**src/rtl/sum_acc_pkg.sv**
```systemverilog
// sum_acc_pkg: shared types and helpers for the sum accumulator.
// Holds the FSM state encoding, the beat width and the beat packing helper.
package sum_acc_pkg;

    typedef enum logic [1:0] {
        IDLE = 2'd0,
        RUN  = 2'd1,
        HOLD = 2'd2
    } state_t;

    // One beat is the adder carry-out on top of the 8-bit sum.
    localparam int BEAT_W = 9;

    // Packs a sum/carry pair into a single unsigned beat value (0..0x1FF).
    // The accumulator zero-extends this to its own width.
    function automatic logic [BEAT_W-1:0] pack_beat(input logic carry, input logic [7:0] sum);
        return {carry, sum};
    endfunction

endpackage

```
**src/rtl/sum_accumulator.sv**
```systemverilog
// sum_accumulator: sums a programmed number of 9-bit adder beats into a wide
// register and presents the total with a sticky overflow flag.
// Optional build macro SUM_ACC_SAT_EN: when defined the accumulator clamps to
// all-ones on overflow; when undefined it wraps modulo 2^ACC_W.
module sum_accumulator
    import sum_acc_pkg::*;
#(
    parameter int ACC_W = 16,
    parameter int CNT_W = 4
) (
    input  logic             clk,
    input  logic             rst,
    input  logic             start,
    input  logic [CNT_W-1:0] len,
    input  logic             in_valid,
    output logic             in_ready,
    input  logic [7:0]       in_sum,
    input  logic             in_carry,
    output logic             acc_valid,
    input  logic             acc_ready,
    output logic [ACC_W-1:0] acc_out,
    output logic             ovf
);

    state_t           state_reg;
    state_t           state_next;
    logic [ACC_W-1:0] acc_reg;
    logic [CNT_W-1:0] cnt_reg;
    logic [CNT_W-1:0] len_reg;
    logic             ovf_reg;

    logic [BEAT_W-1:0] beat;
    logic [ACC_W:0]    add_full;
    logic              add_carry;
    logic [ACC_W-1:0]  acc_sum;
    logic              xfer;
    logic              last_beat;

    assign beat      = pack_beat(in_carry, in_sum);
    // One extra bit on the adder catches the carry out of the top bit.
    assign add_full  = {1'b0, acc_reg} + {{(ACC_W + 1 - BEAT_W){1'b0}}, beat};
    assign add_carry = add_full[ACC_W];

`ifdef SUM_ACC_SAT_EN
    // Saturating mode: once clamped, further adds carry again and stay clamped.
    assign acc_sum = add_carry ? {ACC_W{1'b1}} : add_full[ACC_W-1:0];
`else
    assign acc_sum = add_full[ACC_W-1:0];
`endif

    assign xfer      = in_valid && in_ready;
    // len_reg is never zero in RUN, so len_reg-1 cannot underflow here.
    assign last_beat = (cnt_reg == (len_reg - CNT_W'(1)));

    // State register.
    always_ff @(posedge clk or posedge rst) begin
        if (rst) begin
            state_reg <= IDLE;
        end else begin
            state_reg <= state_next;
        end
    end

    // Next-state logic; start is only looked at in IDLE.
    always_comb begin
        state_next = state_reg;
        case (state_reg)
            IDLE: begin
                if (start) begin
                    state_next = (len == '0) ? HOLD : RUN;
                end
            end
            RUN: begin
                if (xfer && last_beat) begin
                    state_next = HOLD;
                end
            end
            HOLD: begin
                if (acc_ready) begin
                    state_next = IDLE;
                end
            end
            default: state_next = IDLE;
        endcase
    end

    // Outputs are pure decodes of registered state, never of the handshakes.
    always_comb begin
        in_ready  = (state_reg == RUN);
        acc_valid = (state_reg == HOLD);
        acc_out   = acc_reg;
        ovf       = ovf_reg;
    end

    // Datapath: clear on accepted start, add on each transfer, hold otherwise.
    always_ff @(posedge clk or posedge rst) begin
        if (rst) begin
            acc_reg <= '0;
            cnt_reg <= '0;
            len_reg <= '0;
            ovf_reg <= 1'b0;
        end else begin
            case (state_reg)
                IDLE: begin
                    if (start) begin
                        acc_reg <= '0;
                        cnt_reg <= '0;
                        len_reg <= len;
                        ovf_reg <= 1'b0;
                    end
                end
                RUN: begin
                    if (xfer) begin
                        acc_reg <= acc_sum;
                        cnt_reg <= cnt_reg + CNT_W'(1);
                        if (add_carry) begin
                            ovf_reg <= 1'b1;
                        end
                    end
                end
                default: begin
                end
            endcase
        end
    end

endmodule

```
**config.mk**
```make
export PLATFORM = sky130hd
export DESIGN_NAME = sum_accumulator
export DESIGN_NICKNAME = d
export VERILOG_FILES = /design/src/rtl/sum_acc_pkg.sv /design/src/rtl/sum_accumulator.sv
export SDC_FILE = /design/constraint.sdc
export NUM_CORES = 1
export LEC_CHECK = 0
export CORE_AREA = 4 4 67 69
export CTS_CLUSTER_SIZE = 20
export DETAILED_ROUTE_END_ITERATION = 16
export DIE_AREA = 0 0 71 73
export HOLD_SLACK_MARGIN = 0.02
export PLACE_DENSITY = 0.8
export SLEW_MARGIN = 0
export SYNTH_ARGS = -nofsm -noshare
export SYNTH_HDL_FRONTEND = slang
export SYNTH_SLANG_ARGS = --single-unit
export TNS_END_PERCENT = 30
```
**constraint.sdc**
```tcl
create_clock -name clk -period 6.3 [get_ports clk]
set_input_delay 1.89 -clock clk [delete_from_list [all_inputs] [get_ports clk]]
set_output_delay 1.89 -clock clk [all_outputs]
set_load 0.02 [all_outputs]
```
==> results.py, run 1 <==
metrics = {
    "run_status": {
        "outcome": "completed",
    },
    "cells_and_area": {
        "n_antenna_cell": 0,
        "drive_gt1_share_pct": 4.17,
        "fin_nets": 247,
        "area_growth_pct": 26.0,
        "fin_util_pct": 54.5,
        "largest_reg_flops": 16,
    },
    "cts": {
        "clock_path_buffers": 2,
        "cts_resized": 0,
        "path_clk_slew_ps": 100,
        "ctsHtreeMaxLevel": 1,
        "cts-root-buf": "clkbuf_8",
        "cts_buffers": 3,
        "post_cts_buffers": 0,
        "clk_latency_ps": 280,
        "cts_tree": "done",
        "cts_sinks": 27,
        "cts_hold_buf": 0,
    },
    "place": {
        "place_ws_ps": 2060,
        "port_buffers": 36,
        "place_congestion": 0.804,
        "dp_hpwl_um": 2750,
    },
    "worst_hold_path": {
        "holdPathStages": 2,
        "min_to": "len_reg[3]",
        "hp-class": "reg2reg",
        "hold_start": "len_reg[3]",
    },
    "worst_setup_path": {
        "r2r_cells": 5,
        "path_class": "in2reg",
        "r2r_slack_ps": 3970,
        "cp_max_fo": 15,
        "arrival_ps": 4160,
        "crit_path_start_kind": "input port",
        "cp_common_cell": "nor2_1",
        "cp_slowest_cell": "nor3b_2",
        "crit_chain": "clkdlybuf4s50_1, nor3b_2, nor2_1, nor2_1, o211a_1, mux2i_1",
        "reg2reg_from": "state_reg[0]",
        "cp-end-kind": "flop",
        "critPathMaxStageDelay_ps": 730,
        "required_ps": 6500,
        "r2r_end": "acc_out[11]",
    },
    "global_routing": {
        "antenna_found_initial": 0,
        "grt_max_degree": 28,
        "grt_first_pass_wirelength_um": 6470,
        "gr-total-overflow": 0,
        "track_usage_pct": 15.4,
        "grt_pass1_vias": 1351,
    },
    "floorplan": {
        "start_util_pct": 43.3,
        "std_cell_rows": 23,
        "io_pins": 37,
        "core_mm2": 0.00391,
        "fp.dieArea_mm2": 0.00518,
        "fp.dieH_um": 73,
        "die_width_um": 71,
    },
    "sta": {
        "skew_ps": 8.88,
        "hold_violations": 0,
        "layout_setup_ws_ps": 2350,
        "tightest_slew_ps": 1050,
        "slew_viol_final": 0,
        "fmax_ghz": 0.253,
        "setup_viol": 0,
        "finalCriticalPeriod_ps": 3950,
        "slew_headroom_pct": 29.8,
        "grt_setup_unrepaired": "no",
        "period_share_pct": 62.7,
        "fin_setup_tns_ps": 0,
    },
    "synthesis": {
        "synth_edf_count": 0,
        "ys.warnings.count": 0,
        "synth_cell_types": 46,
        "syn_area_per_cell_um2": 9.30,
        "synth_seq_area_share_pct": 39.9,
        "async_flop_share_pct": 100,
        "syn_inst": 182,
        "synth_seq_cells": 27,
        "netlist_area_mm2": 0.00169,
        "syn_nets": 212,
        "ys.flop_type": "dfrtp_1",
    },
    "detailed_routing": {
        "drc": 0,
        "drtIter0Drc": 63,
        "postRouteAntennaNets": 0,
        "firstDrtPassIters": 4,
        "vias": 1416,
        "wl_per_cell_um": 13.6,
        "via_per_inst": 5.32,
        "routed_wl_um": 3620,
    },
    "pwr": {
        "vdd_drop_max_mv": 0.193,
        "p_leak_nw": 0.970,
        "power_density_mw_per_mm2": 452,
    },
    "job": {
        "maxCapViolations": 0,
    },
}
## layout by cell type (no fill, tap or decap), types with 2 or more instances in the layout
master	instances
xnor2_1	10
o211a_1	2
clkdlybuf4s50_1	36
a31oi_1	2
and2_1	2
nand3_1	7
nand2b_1	2
o21ai_1	11
dfrtp_1	27
a211oi_1	2
nor2_1	16
a21o_1	4
nor3_1	3
xor2_1	5
a22o_1	3
mux2i_1	3
clkbuf_8	3
nand2_1	25
ha_1	11
nand3b_1	2
inv_1	8
a21oi_1	8
## synth_stat cells, drive strengths merged (2+ instances only)
| master | count | share of area, % |
|---|---|---|
| nand2b | 2 | 0.74 |
| inv | 8 | 1.8 |
| nand2 | 25 | 5.5 |
| a22o | 3 | 1.6 |
| o21ai | 12 | 3.5 |
| nor2 | 16 | 3.5 |
| o211a | 2 | 1.2 |
| mux2i | 3 | 1.8 |
| xor2 | 5 | 2.6 |
| a211oi | 3 | 1.6 |
| a21oi | 8 | 2.4 |
| nor3b | 2 | 1.2 |
| and2 | 2 | 0.74 |
| nand3 | 7 | 2.1 |
| a31o | 2 | 1.0 |
| ha | 11 | 8.1 |
| dfrtp | 27 | 40 |
| xnor2 | 10 | 5.2 |
| buf | 2 | 0.96 |
| clkbuf | 4 | 0.89 |
| a31oi | 2 | 0.74 |
| a21o | 4 | 1.8 |
| nand3b | 2 | 0.89 |
| nor3 | 3 | 0.89 |
## kinds of logic (layout without fill, tap and decap cells)
group | Yosys count | after routing | share of synthesized area, %
buffers and inverters | 14 | 48 | 3.62
adders and majority gates | 12 | 12 | 9.31
xor gates and xnor gates | 15 | 15 | 7.76
AOI/OAI and AO/OA | 45 | 45 | 18.8
DFF | 27 | 27 | 39.9
muxes | 3 | 3 | 1.77
and+or+nand+nor | 66 | 66 | 18.8
## metrics by stage
| stage | instances | power (mW) | area [um^2] | hold WS [ps] |
|---|---|---|---|---|
| floorplan | 182 | 0.703 | 1690 | 467 |
| global placement | 262 | 0.853 | 2080 | 483 |
| detailed placement | 262 | 0.868 | 2080 | 493 |
| CTS | 266 | 0.972 | 2130 | 518 |
| global route | 266 | 1.05 | 2130 | 551 |
| finish | 266 | 0.964 | 2130 | 511 |
## final cells by class
type | instances | area [um^2]
fill | 372 | 1780
multi-input combinational | 141 | 956
sequential | 27 | 676
timing repair buffer | 36 | 360
tap | 50 | 62.6
clock buffer | 3 | 41.3
inverter | 8 | 30.0
clock inverter | 1 | 7.51
## worst max-delay path, delay by kind of cell
kind | cells | cell delay, ps
multiplexers | 1 | 190
buffers and inverters | 1 | 520
AO/OA/AOI/OAI | 1 | 190
AND/OR/NAND/NOR | 3 | 1360
## power breakdown
group	internal (mW)	switching, mW
clock	0.0449	0.0570
combinational	0.260	0.292
sequential	0.238	0.0721
## layer usage
metal	share of wire [%]	global-route usage, %	vias up
met4	0.53	3.76	0
li1	-	-	711
met3	4.0	2.62	2
met1	47	21.3	674
met2	48	25.0	29
met5	0	0	-
## worst max path at each step
stage,start,endpoint,slack [ps]
after CTS,start,acc_out[11],2380
final,start,acc_out[11],2350
after floorplan,in_sum[0],acc_out[8],2690
after global placement,in_sum[0],acc_out[8],2160
after global routing,start,acc_out[11],2170
after detailed placement,start,acc_out[11],2060
No activity file was read; power rests on OpenSTA's default activity.
==> run 2: changes to the inputs <==
--- a/config.mk
+++ b/config.mk
@@ -10,7 +10,7 @@
 export DETAILED_ROUTE_END_ITERATION = 16
 export DIE_AREA = 0 0 71 73
 export HOLD_SLACK_MARGIN = 0.02
-export PLACE_DENSITY = 0.8
+export PLACE_DENSITY = 0.83
 export SLEW_MARGIN = 0
 export SYNTH_ARGS = -nofsm -noshare
 export SYNTH_HDL_FRONTEND = slang
==> constraint.sdc (replaced) <==
create_clock -name clk -period 3.4 [get_ports clk]
set_input_delay 1.02 -clock clk [delete_from_list [all_inputs] [get_ports clk]]
set_output_delay 1.02 -clock clk [all_outputs]
set_load 0.02 [all_outputs]
==> results.py, run 2 (synthesized netlist as in run 1, its figures left out) <==
metrics = {
    "worst_setup_path": {
        "cp_slowest_cell": "clkdlybuf4s50_1",
        "required_ps": 3570,
        "crit_chain": "clkdlybuf4s50_1, ha_1, fa_1, a21o_1, a221o_1, a21oi_1, nor4b_1, a211o_1",
        "critPathMaxStageDelay_ps": 410,
        "arrival_ps": 3290,
        "path_class": "in2reg",
        "crit_family": "compound AO/OA/AOI/OAI gates",
        "cp_max_fo": 3,
        "critPathBufInv": 1,
        "cp-end-kind": "flop",
        "crit_path_start_kind": "input port",
    },
    "sta": {
        "hold_violations": 0,
        "finalCriticalPeriod_ps": 3120,
        "fmax_ghz": 0.320,
        "grt_setup_unrepaired": "no",
        "setup_viol": 0,
        "slew_headroom_pct": 47.8,
        "layout_setup_ws_ps": 279,
        "tightest_slew_ps": 780,
        "skew_ps": 5.55,
        "fin_setup_tns_ps": 0,
        "holdWs_ps": 515,
        "slew_viol_final": 0,
        "period_share_pct": 91.8,
    },
    "global_routing": {
        "top_usage_layer": "met2",
        "gr-usage-met3_pct": 3.03,
        "grt_max_degree": 28,
        "gr-total-overflow": 0,
        "gr-usage-met1_pct": 20.0,
        "grtUsageMet2_pct": 28.0,
        "grt_first_pass_wirelength_um": 6740,
        "track_usage_pct": 16.0,
        "grt_pass1_vias": 1518,
        "antenna_found_initial": 0,
    },
    "cts": {
        "clk_latency_ps": 280,
        "clock_path_buffers": 2,
        "ctsHtreeMaxLevel": 1,
        "cts-root-buf": "clkbuf_8",
        "path_clk_slew_ps": 100,
        "cts_resized": 0,
        "cts_hold_buf": 0,
        "cts_tree": "done",
        "cts_buffers": 3,
        "cts_sinks": 27,
        "post_cts_buffers": 0,
    },
    "cells_and_area": {
        "fin_util_pct": 55.1,
        "layout_common_cells": "clkdlybuf4s50_1 (36), dfrtp_1 (27), nand2_1 (25), nor2_1 (16)",
        "n_fill_cell": 395,
        "final_area_mm2": 0.00216,
        "area_growth_pct": 27.3,
        "largest_reg_flops": 16,
        "layout_commonest_cell": "clkdlybuf4s50_1",
        "seqCellArea_um2": 676,
        "n_antenna_cell": 0,
        "multi_input_comb_area_um2": 956,
        "fin_nets": 250,
        "stdcell_count": 269,
        "drive_gt1_share_pct": 5.48,
    },
    "worst_hold_path": {
        "hp-class": "reg2reg",
    },
    "detailed_routing": {
        "via_per_inst": 5.41,
        "wl_per_cell_um": 14.7,
        "vias": 1456,
        "drtIter0Drc": 57,
        "postRouteAntennaNets": 0,
        "drc": 0,
        "routed_wl_um": 3960,
        "firstDrtPassIters": 4,
    },
    "floorplan": {
        "die_width_um": 71,
        "fp.dieH_um": 73,
        "start_util_pct": 43.3,
        "std_cell_rows": 23,
        "fp.dieArea_mm2": 0.00518,
        "io_pins": 37,
        "core_mm2": 0.00391,
    },
    "place": {
        "place_congestion": 0.808,
        "place_inst": 265,
        "place_ws_ps": 44.9,
        "port_buffers": 36,
        "placed_area_mm2": 0.00211,
        "dp_hpwl_um": 2920,
    },
    "pwr": {
        "finalPower_mw": 1.82,
        "power_density_mw_per_mm2": 845,
        "vdd_drop_max_mv": 0.337,
        "p_leak_nw": 0.985,
    },
    "run_status": {
        "outcome": "completed",
    },
    "job": {
        "maxCapViolations": 0,
    },
}
[run 2: cell count changes in the layout (fill, tap and decap cells not counted), sizes merged]
cell  delta
buf      +3
[run 2: worst paths after layout]
kind | start | endpoint | slack [ps] | cells after the start
min in group asynchronous | rst | acc_out[13] | 1110 | 3
worst min-delay path | len_reg[3] | len_reg[3] | 520 | 2
max in group asynchronous | rst | acc_out[0] | 2030 | 3
worst min register to register | len_reg[3] | len_reg[3] | 520 | 2
worst max-delay path | in_sum[0] | acc_out[8] | 280 | 8
worst max register to register | acc_out[0] | acc_out[8] | 1030 | 7
[run 2: metal layers]
metal / part of all wire (%) / wire [um]
met1: 43 / 1720
met2: 51 / 2010
met3: 4.7 / 188
met4: 1.1 / 45
met5: 0 / 0
[run 2: final cells by class]
| type | count | share of cell area (%) |
|---|---|---|
| Inverter | 8 | 1.39 |
| Tap cell | 50 | 2.90 |
| Multi-Input combinational cell | 141 | 44.3 |
| Clock inverter | 1 | 0.348 |
| Clock buffer | 3 | 1.92 |
| Sequential cell | 27 | 31.3 |
| Timing Repair Buffer | 39 | 17.8 |
[run 2: worst register-to-register path: cells and delay by family, from the launching register on]
kind	cells	cell delay, ps
AND/OR/NAND/NOR	1	100
flip-flops	1	410
AO/OA/AOI/OAI	4	1120
adder cells (fa/ha/maj)	2	620
[run 2: report_power, final]
part	total [mW]	internal, mW	leakage, nW	switching, mW
Clock	0.190	0.0833	0.0217	0.106
Sequential	0.574	0.441	0.349	0.133
Combinational	1.06	0.493	0.615	0.564
Total	1.82	1.02	0.985	0.804
